### src/rtl/seg_scan_ctrl_if.sv
// Load handshake bundle for seg_scan_ctrl: a new display value plus its decimal points.
interface seg_scan_ctrl_if;
    logic        load_valid;
    logic        load_ready;
    logic [15:0] load_data;
    logic [3:0]  load_dp;

    modport master (
        output load_valid,
        output load_data,
        output load_dp,
        input  load_ready
    );

    modport slave (
        input  load_valid,
        input  load_data,
        input  load_dp,
        output load_ready
    );
endinterface

### src/rtl/seg_scan_ctrl.sv
// Four-digit multiplexed 7-segment scan controller with a pending/active value pipeline.
// Leading-zero blanking is compiled in only when LEADING_ZERO_BLANK_EN is defined.
module seg_scan_ctrl #(
    parameter int REFRESH_DIV = 100000
) (
    input  logic           clk,
    input  logic           rst_n,
    input  logic           enable,
    seg_scan_ctrl_if.slave load,
    output logic [1:0]     digit_sel,
    output logic [6:0]     seg,
    output logic           dp,
    output logic           frame_done
);

    localparam int PW = $clog2(REFRESH_DIV);
    localparam logic [PW-1:0] PRESC_LAST = PW'(REFRESH_DIV - 1);

    typedef enum logic [0:0] {
        ST_OFF  = 1'b0,
        ST_SCAN = 1'b1
    } state_t;

    state_t        state_r;
    state_t        state_nx_s;
    logic [PW-1:0] presc_r;
    logic [PW-1:0] presc_nx_s;
    logic [1:0]    digit_r;
    logic [1:0]    digit_nx_s;
    logic [6:0]    seg_r;
    logic [6:0]    seg_nx_s;
    logic          dp_r;
    logic          dp_nx_s;
    logic          frame_done_r;
    logic          frame_done_nx_s;

    logic [15:0]   pend_value_r;
    logic [3:0]    pend_dp_r;
    logic          pend_valid_r;
    logic [15:0]   act_value_r;
    logic [3:0]    act_dp_r;
    logic [15:0]   act_value_nx_s;
    logic [3:0]    act_dp_nx_s;

    logic          tick_s;
    logic          boundary_s;
    logic          xfer_s;
    logic          promote_s;
    logic [3:0]    nibble_s;

    function automatic logic [6:0] hex_to_seg(input logic [3:0] nib);
        logic [6:0] pat;
        case (nib)
            4'h0:    pat = 7'b1000000;
            4'h1:    pat = 7'b1111001;
            4'h2:    pat = 7'b0100100;
            4'h3:    pat = 7'b0110000;
            4'h4:    pat = 7'b0011001;
            4'h5:    pat = 7'b0010010;
            4'h6:    pat = 7'b0000010;
            4'h7:    pat = 7'b1111000;
            4'h8:    pat = 7'b0000000;
            4'h9:    pat = 7'b0010000;
            4'hA:    pat = 7'b0001000;
            4'hB:    pat = 7'b0000011;
            4'hC:    pat = 7'b1000110;
            4'hD:    pat = 7'b0100001;
            4'hE:    pat = 7'b0000110;
            4'hF:    pat = 7'b0001110;
            default: pat = 7'h7F;
        endcase
        return pat;
    endfunction

    function automatic logic [3:0] nibble_at(input logic [15:0] v, input logic [1:0] idx);
        logic [3:0] nib;
        case (idx)
            2'd0:    nib = v[3:0];
            2'd1:    nib = v[7:4];
            2'd2:    nib = v[11:8];
            2'd3:    nib = v[15:12];
            default: nib = 4'h0;
        endcase
        return nib;
    endfunction

`ifdef LEADING_ZERO_BLANK_EN
    // A digit is blank when it and every digit to its left are zero with no lit point.
    function automatic logic lead_blank(input logic [15:0] v, input logic [3:0] dpv,
                                        input logic [1:0] idx);
        logic blank;
        case (idx)
            2'd1:    blank = (v[15:4]  == 12'h000) && !dpv[1];
            2'd2:    blank = (v[15:8]  == 8'h00)   && !dpv[2];
            2'd3:    blank = (v[15:12] == 4'h0)    && !dpv[3];
            default: blank = 1'b0;
        endcase
        return blank;
    endfunction
`endif

    // State register
    always_ff @(posedge clk or negedge rst_n) begin
        if (!rst_n) begin
            state_r <= ST_OFF;
        end else begin
            state_r <= state_nx_s;
        end
    end

    // Next-state logic: enable alone decides between OFF and SCAN
    always_comb begin
        state_nx_s = state_r;
        case (state_r)
            ST_OFF: begin
                if (enable) state_nx_s = ST_SCAN;
                else        state_nx_s = ST_OFF;
            end
            ST_SCAN: begin
                if (enable) state_nx_s = ST_SCAN;
                else        state_nx_s = ST_OFF;
            end
            default: state_nx_s = ST_OFF;
        endcase
    end

    // Tick, frame boundary, handshake transfer and pending-to-active promotion
    always_comb begin
        tick_s     = 1'b0;
        boundary_s = 1'b0;
        xfer_s     = 1'b0;
        promote_s  = 1'b0;
        if ((state_r == ST_SCAN) && enable) begin
            tick_s = (presc_r == PRESC_LAST);
        end else begin
            tick_s = 1'b0;
        end
        boundary_s = tick_s && (digit_r == 2'd3);
        xfer_s     = load.load_valid && !pend_valid_r;
        if (pend_valid_r && ((state_r == ST_OFF) || boundary_s)) begin
            promote_s = 1'b1;
        end else begin
            promote_s = 1'b0;
        end
    end

    // Prescaler and digit index; both restart from zero whenever SCAN is (re)entered
    always_comb begin
        presc_nx_s = '0;
        digit_nx_s = 2'd0;
        if ((state_r == ST_SCAN) && (state_nx_s == ST_SCAN)) begin
            if (tick_s) begin
                presc_nx_s = '0;
                digit_nx_s = digit_r + 2'd1;
            end else begin
                presc_nx_s = presc_r + PW'(1);
                digit_nx_s = digit_r;
            end
        end else begin
            presc_nx_s = '0;
            digit_nx_s = 2'd0;
        end
    end

    // Display outputs are decoded from next-cycle digit and value so they change together
    always_comb begin
        act_value_nx_s  = act_value_r;
        act_dp_nx_s     = act_dp_r;
        nibble_s        = 4'h0;
        seg_nx_s        = 7'h7F;
        dp_nx_s         = 1'b1;
        frame_done_nx_s = 1'b0;
        if (promote_s) begin
            act_value_nx_s = pend_value_r;
            act_dp_nx_s    = pend_dp_r;
        end else begin
            act_value_nx_s = act_value_r;
            act_dp_nx_s    = act_dp_r;
        end
        nibble_s = nibble_at(act_value_nx_s, digit_nx_s);
        if (state_nx_s == ST_SCAN) begin
`ifdef LEADING_ZERO_BLANK_EN
            if (lead_blank(act_value_nx_s, act_dp_nx_s, digit_nx_s)) begin
                seg_nx_s = 7'h7F;
            end else begin
                seg_nx_s = hex_to_seg(nibble_s);
            end
`else
            seg_nx_s = hex_to_seg(nibble_s);
`endif
            dp_nx_s         = ~act_dp_nx_s[digit_nx_s];
            frame_done_nx_s = boundary_s;
        end else begin
            seg_nx_s        = 7'h7F;
            dp_nx_s         = 1'b1;
            frame_done_nx_s = 1'b0;
        end
    end

    // Scan counters and registered display outputs
    always_ff @(posedge clk or negedge rst_n) begin
        if (!rst_n) begin
            presc_r      <= '0;
            digit_r      <= 2'd0;
            seg_r        <= 7'h7F;
            dp_r         <= 1'b1;
            frame_done_r <= 1'b0;
        end else begin
            presc_r      <= presc_nx_s;
            digit_r      <= digit_nx_s;
            seg_r        <= seg_nx_s;
            dp_r         <= dp_nx_s;
            frame_done_r <= frame_done_nx_s;
        end
    end

    // Pending and active value registers
    always_ff @(posedge clk or negedge rst_n) begin
        if (!rst_n) begin
            pend_value_r <= 16'h0000;
            pend_dp_r    <= 4'b0000;
            pend_valid_r <= 1'b0;
            act_value_r  <= 16'h0000;
            act_dp_r     <= 4'b0000;
        end else begin
            if (xfer_s) begin
                pend_value_r <= load.load_data;
                pend_dp_r    <= load.load_dp;
                pend_valid_r <= 1'b1;
            end else if (promote_s) begin
                pend_valid_r <= 1'b0;
            end else begin
                pend_valid_r <= pend_valid_r;
            end
            act_value_r <= act_value_nx_s;
            act_dp_r    <= act_dp_nx_s;
        end
    end

    assign load.load_ready = ~pend_valid_r;
    assign digit_sel       = digit_r;
    assign seg             = seg_r;
    assign dp              = dp_r;
    assign frame_done      = frame_done_r;

endmodule

### src/flat_wrapper.sv
// flat-port wrapper written by rule: the top's interface ports become plain ports
module seg_scan_ctrl_flat 
#(
    parameter int REFRESH_DIV = 100000
)
  (clk, rst_n, enable, digit_sel, seg, dp, frame_done, load_load_valid, load_load_data, load_load_dp, load_load_ready);
  seg_scan_ctrl_if load_i ();
  input  logic clk;
  input  logic rst_n;
  input  logic enable;
  output logic [1:0] digit_sel;
  output logic [6:0] seg;
  output logic dp;
  output logic frame_done;
  input wire logic [$bits(load_i.load_valid)-1:0] load_load_valid;
  input wire logic [$bits(load_i.load_data)-1:0] load_load_data;
  input wire logic [$bits(load_i.load_dp)-1:0] load_load_dp;
  output wire logic [$bits(load_i.load_ready)-1:0] load_load_ready;
  assign load_i.load_valid = load_load_valid;
  assign load_i.load_data = load_load_data;
  assign load_i.load_dp = load_load_dp;
  assign load_load_ready = load_i.load_ready;
  seg_scan_ctrl #(.REFRESH_DIV(REFRESH_DIV)) u_core (.clk(clk), .rst_n(rst_n), .enable(enable), .load(load_i), .digit_sel(digit_sel), .seg(seg), .dp(dp), .frame_done(frame_done));
endmodule
### config.mk
export PLATFORM = sky130hd
export DESIGN_NAME = seg_scan_ctrl_flat
export DESIGN_NICKNAME = d
export VERILOG_FILES = /design/src/rtl/seg_scan_ctrl_if.sv /design/src/rtl/seg_scan_ctrl.sv /design/src/flat_wrapper.sv
export SDC_FILE = /design/constraint.sdc
export NUM_CORES = 1
export LEC_CHECK = 0
export BUFFER_PORTS_ARGS = -buffer_cell sky130_fd_sc_hd__buf_4
export CAP_MARGIN = 10
export CORE_ASPECT_RATIO = 1.2
export CORE_UTILIZATION = 50
export CTS_CLUSTER_DIAMETER = 80
export CTS_CLUSTER_SIZE = 10
export DETAILED_ROUTE_END_ITERATION = 10
export GPL_ROUTABILITY_DRIVEN = 1
export PLACE_DENSITY = 0.73
export SYNTH_ARGS = -nofsm -noshare
export SYNTH_HDL_FRONTEND = slang
export SYNTH_SLANG_ARGS = --single-unit
export TNS_END_PERCENT = 1
### constraint.sdc
create_clock -name clk -period 3.3 [get_ports clk]
set_clock_uncertainty 0.05 [all_clocks]
set_input_delay 0.33 -clock clk [delete_from_list [all_inputs] [get_ports clk]]
set_output_delay 0.33 -clock clk [all_outputs]
set_load 0.02 [all_outputs]
# ---- After elaboration in Yosys (flattened, before gate mapping)
# Memories as Yosys holds them, arrays and structs flattened.
# Cells that the tools add are included.
# W data, S select, Z words.
dict set report totals {
  out_inout_bits 12
  wordCells 49
  in_bits 24
  mem_bits_ro 112
  regBits 70
  memories 1
}
# memory depth width read_ports rd_ports_with_merged_regs write_ports line
set mem_list {}
lappend mem_list {{(name not given)} 16 7 1 0 0 seg_scan_ctrl.sv:53} ;# case (nib)
dict set report classes {
  n_lt_le_gt_ge 1
  bitwise_logic 3
  addsub 2
  eq_ne 5
  reduce_logical 9
  muxes 17
}
# operator n
set ops {}
lappend ops {{$mux W17} 2}
lappend ops {{$add A17 B1 Y17 const B} 1}
lappend ops {{$eq A17 B17 Y1 const B} 1}
lappend ops {{$mux W16} 1}
lappend ops {{$pmux W4 S4} 1}
lappend ops {{$mux W1} 8}
lappend ops {{$mux W7} 1}
lappend ops {{$eq A2 B2 Y1 const B} 3}
lappend ops {{$logic_and A1 B1 Y1} 5}
lappend ops {{$mux W2} 2}
lappend ops {{$mux W4} 1}
lappend ops {{$lt A2 B3 Y1 const B} 1}
lappend ops {{$not A1 Y1} 3}
lappend ops {{$add A2 B1 Y2 const B} 1}
lappend ops {{$bmux W1 S2} 1}
lappend ops {{$eq A2 B1 Y1 const B} 1}
lappend ops {{$logic_not A2 Y1} 1}
lappend ops {{$reduce_bool A2 Y1} 1}
lappend ops {{$logic_not A1 Y1} 1}
lappend ops {{$logic_or A1 B1 Y1} 1}

# ---- Depth between registers and ports, before layout
dict set report depth {
  word_depth 11
  depth_mapped 12
  mapped_depth_nobuf 11
}

# ---- Worst setup path after synthesis
# OpenSTA, ideal clock, no wires.
dict set report synth_timing {
  path_kind {reg-to-reg}
  from {register u_core.presc_r[6]}
  to {register u_core.seg_r[4] (netlist: u_core.seg[4])}
  t_required_ns 3.168
  period_less_slack_ns 2.833
  setup_ns 0.082
  path_slack_ns 0.467
  path_stages_with_launch 13
  n_path_buf 1
  t_arrival_ns 2.701
  path_cell_list {dfrtp_1 > and4bb_1 > nand4_4 > o32ai_4 > buf_6 > mux2_2 > mux2i_1 > mux2_2 > inv_1 > ha_1 > inv_1 > mux2i_1 > a211o_1}
}
dict set report synth_between {
  elab_chain_len 10
  elab_cells_between_ends 16
  cone_classes {eq/ne: 4; mux: 7; reduce/logical: 4; memory: 1}
}
# item line
set synth_rtl {}
lappend synth_rtl {{from (decl)} seg_scan_ctrl.sv:26} ;# logic [PW-1:0] presc_r;
lappend synth_rtl {{from (signal assigned)} seg_scan_ctrl.sv:209} ;# presc_r <= presc_nx_s;
lappend synth_rtl {{$eq A17 B17 Y1} seg_scan_ctrl.sv:134} ;# tick_s = (presc_r == PRESC_LAST);
lappend synth_rtl {{$mux W1} seg_scan_ctrl.sv:133} ;# if ((state_r == ST_SCAN) && enable) begin
lappend synth_rtl {{$logic_and A1 B1 Y1} seg_scan_ctrl.sv:138} ;# boundary_s = tick_s && (digit_r == 2'd3);
lappend synth_rtl {{$logic_or A1 B1 Y1} seg_scan_ctrl.sv:140} ;# if (pend_valid_r && ((state_r == ST_OFF) || boundary_s)) begin
lappend synth_rtl {{$logic_and A1 B1 Y1} seg_scan_ctrl.sv:140}
lappend synth_rtl {{$mux W1} seg_scan_ctrl.sv:140}
lappend synth_rtl {{$mux W16} seg_scan_ctrl.sv:173} ;# if (promote_s) begin
lappend synth_rtl {{named net u_core.act_value_nx_s[4]} seg_scan_ctrl.sv:42} ;# logic [15:0] act_value_nx_s;
lappend synth_rtl {{$pmux W4 S4} seg_scan_ctrl.sv:77} ;# case (idx)
lappend synth_rtl {{$mem_v2 Z16 W7} -}
lappend synth_rtl {{$mux W7} seg_scan_ctrl.sv:181} ;# if (state_nx_s == ST_SCAN) begin
lappend synth_rtl {{named net u_core.seg_nx_s[4]} seg_scan_ctrl.sv:31} ;# logic [6:0] seg_nx_s;
lappend synth_rtl {{to (signal assigned)} seg_scan_ctrl.sv:211} ;# seg_r <= seg_nx_s;
lappend synth_rtl {{to (decl)} seg_scan_ctrl.sv:30} ;# logic [6:0] seg_r;
# The timed path passes the listed nets, and every way through them passes these cells.
# A chain may end at the register's enable or synchronous reset.

# ---- Worst setup path after layout
# Same ends and word-level chain as after synthesis.

==> impl_metrics.env <==
export IMPL_status="complete, no violations"
export IMPL_grt_busiest_layer="met2"
export IMPL_drt_initial_drc_count=76
export IMPL_max_freq_mhz=329
export IMPL_use_met1_pct=25.2
export IMPL_yosysUniqueCellTypes=41
export IMPL_area_growth_pct=16.4
export IMPL_yosysTopAreaCell="dfrtp_1"
export IMPL_cts_setup_buffers=0
export IMPL_synth_nets=284
export IMPL_clock_sinks=70
export IMPL_hold_violations=0
export IMPL_peakVddDrop_mv=0.409
export IMPL_yosys_top_cells_area="dfrtp_1, mux2_2, dfstp_2"
export IMPL_critPathBufInv=3
export IMPL_gp_congestion=0.791
export IMPL_vias_per_cell=5.32
export IMPL_setup_tns_ns=0
export IMPL_grt_pass1_wl_um=9880
export IMPL_yosys_area_share_simple_pct=10.8
export IMPL_rsz0062_at_grt="false"
export IMPL_slowest_stage="dfrtp_1"
export IMPL_ys_ff_latch=70
export IMPL_synthArstFlopShare_pct=100
export IMPL_seqCellArea_sq_um=1760
export IMPL_synth_top_family_by_area="multiplexers"
export IMPL_synth_seq_area_share_pct=53.8
export IMPL_fillCellCount=498
export IMPL_dp_cells=360
export IMPL_totalWireLength_um=5640
export IMPL_clock_path_buffers=2
export IMPL_htree_levels=3
export IMPL_cts_tree="done"
export IMPL_end_kind="flip-flop"
export IMPL_drc_errors=0
export IMPL_syn_inst=252
export IMPL_multiInputGateArea_sq_um=1410
export IMPL_drt_pass1_iter_count=4
export IMPL_vias=2002
export IMPL_mostFrequentLayoutCells="dfrtp_1, mux2_2, buf_4"
export IMPL_switching_share_pct=28.4
export IMPL_hpwlAfterDp_um=3890
export IMPL_synth_compound_area_share_pct=4.43
export IMPL_post_place_ws_ns=0.219
export IMPL_p_int_uw=1870
export IMPL_synthMuxAreaShare_pct=20.9
export IMPL_layout_min_cycle_time_ns=3.04
export IMPL_crit_family="multiplexers"
export IMPL_finalSetupViolations=0
export IMPL_cp_start_kind="flip-flop"
export IMPL_final_cells=376
export IMPL_pin_count=36
export IMPL_cpPeakStageDelay_ns=0.43
export IMPL_power_frac_seq_pct=44.9
export IMPL_gr_usage_met3_pct=5.80
export IMPL_drtAntennaViolNets=0
export IMPL_antenna_found_initial=0
export IMPL_yosys_area_top_type_share_pct=47.4
export IMPL_worstSkewPairLatency_ns=0.34
export IMPL_synth_xor_area_share_pct=3.74
export IMPL_reg2reg_depth=12
export IMPL_nets=321
export IMPL_relSlewSlack_pct=30.6
export IMPL_power_frac_comb_pct=27.1
export IMPL_ys_flop_type="dfrtp_1"
export IMPL_drv_cap=0
export IMPL_synth_fa_ha_area_share_pct=3.06
export IMPL_chipWidth_um=75.9
export IMPL_path_max_fanout=21
export IMPL_drv_slew=0
export IMPL_die_height_um=90.7
export IMPL_cts_clk_slew_worst_paths_ns=0.08
export IMPL_cp_arrival_ns=3.25
export IMPL_path_depth=12
export IMPL_setup_worst_path_class="flip-flop to flip-flop"
export IMPL_p_sw_uw=742
export IMPL_worstPathRequired_ns=3.51
export IMPL_root_buffer="clkbuf_8"
export IMPL_clock_power_share_pct=27.9
export IMPL_grtUsageMet2_pct=30.1
export IMPL_grt_max_degree=71
export IMPL_post_drt_wl_per_cell_um=15.0
export IMPL_grt_usage_pct=19.6
export IMPL_crit_chain="and4bb_1 -> nand4_4 -> o32ai_4 -> buf_12 -> mux2_2 -> mux2i_1 -> mux2_2 -> inv_1 -> ha_1 -> inv_1 -> mux2i_1 -> a211o_1"
export IMPL_setup_ws_ns=0.257
export IMPL_fin_crit_sh_pct=92.2
export IMPL_cts_buffers=9
export IMPL_die_area_sq_um=6880
export IMPL_cellPowerDensity_nw_per_um2=685
export IMPL_syn_area_sq_um=3280
export IMPL_start_util_pct=53.1
export IMPL_synth_warnings=0
export IMPL_core_rowCount=31
export IMPL_grt_overflow=0
export IMPL_final_common_cell="dfrtp_1"
export IMPL_holdCritPathClass="input port to async pin"
export IMPL_syn_area_per_cell_sq_um=13.0
export IMPL_tightest_slew_ns=1.04
export IMPL_portBuffers=35
export IMPL_diodes=0
export IMPL_synth_edff_count=0
export IMPL_grt_pass1_vias=2069
export IMPL_drive_gt1_share_pct=38.8
export IMPL_leakage_uw=0.00167
export IMPL_fp_coreArea_sq_um=6170
-- cell usage after synthesis, drive strengths merged (2+ instances only) --
| cell type | number |
|---|---|
| a21oi | 3 |
| a2bb2oi | 2 |
| and2 | 2 |
| and3 | 2 |
| and4 | 5 |
| buf | 6 |
| clkbuf | 5 |
| dfrtp | 62 |
| dfstp | 8 |
| ha | 8 |
| inv | 7 |
| mux2 | 45 |
| mux2i | 16 |
| nand2 | 9 |
| nand3 | 9 |
| nand4 | 4 |
| nor2 | 21 |
| nor2b | 4 |
| o21ai | 5 |
| or2 | 2 |
| or3 | 3 |
| xnor2 | 5 |
| xor2 | 9 |
-- state kept, by name, indices dropped and copies added, names as in the netlist --
name	count
u_core.seg	7
u_core.pend_valid_r	1
u_core.digit_sel	2
u_core.presc_r	17
u_core.state_r	1
u_core.act_value_r	16
u_core.dp	1
u_core.pend_dp_r	4
u_core.pend_value_r	16
u_core.act_dp_r	4
u_core.frame_done	1
-- repair_timing --
item | CTS | global route
hold endpoints to repair | 0 | 0
setup endpoints to repair | 0 | 1
gates resized for setup | 0 | 1
hold buffers | 0 | 0
-- path summary, 6_finish.rpt --
path                                   start                     end  slack, ns
setup reg to reg           u_core.presc_r[6]           u_core.seg[4]       0.26
min in group clk                      enable          u_core.state_r       0.16
hold reg to reg            u_core.presc_r[0]       u_core.presc_r[0]       0.45
hold / removal                         rst_n       u_core.presc_r[2]       0.03
max in group asynchronous              rst_n  u_core.pend_value_r[9]       2.58
setup / recovery           u_core.presc_r[6]           u_core.seg[4]       0.26
-- cell families after synthesis --
family / Yosys count
DFF: 70
and+or+nand+nor: 64
muxes: 61
buffers and inverters: 18
AOI/OAI and AO/OA: 17
xor gates and xnor gates: 14
adders and majority gates: 8
-- area by class of cell --
cell class	count	share of cell area [%]
multi-input combinational	164	37.1
sequential	70	46.2
clock buffer	12	4.33
inverter	7	0.689
tap	82	2.69
timing repair buffer	37	7.61
clock inverter	4	1.41
-- metal layers --
layer / wire length [um] / up-vias
met5: 0 / -
met4: 123 / 0
met3: 186 / 13
met2: 2800 / 31
met1: 2530 / 1003
li1: - / 955
-- power by group through the flow --
stage	clock network [uW]	registers [uW]	logic, uW
after detailed placement	0	1190	717
after CTS	752	1180	718
after floorplan	0	1210	506
after global routing	785	1200	780
final	729	1170	709
after global placement	0	1180	697
-- through the flow --
| stage | instance area, sq um | utilization [%] | power (uW) | hold slack [ns] |
|---|---|---|---|---|
| after floorplan | 3280 | - | 1710 | -0.0156 |
| after global placement | 3590 | 58.2 | 1880 | 0.408 |
| after detailed placement | 3590 | 58.2 | 1910 | 0.427 |
| after CTS | 3810 | 61.8 | 2650 | 0.0781 |
| after global routing | 3810 | 61.8 | 2760 | 0.105 |
| final | 3810 | 61.8 | 2610 | 0.0305 |
Power figures use the tool's default switching activity.
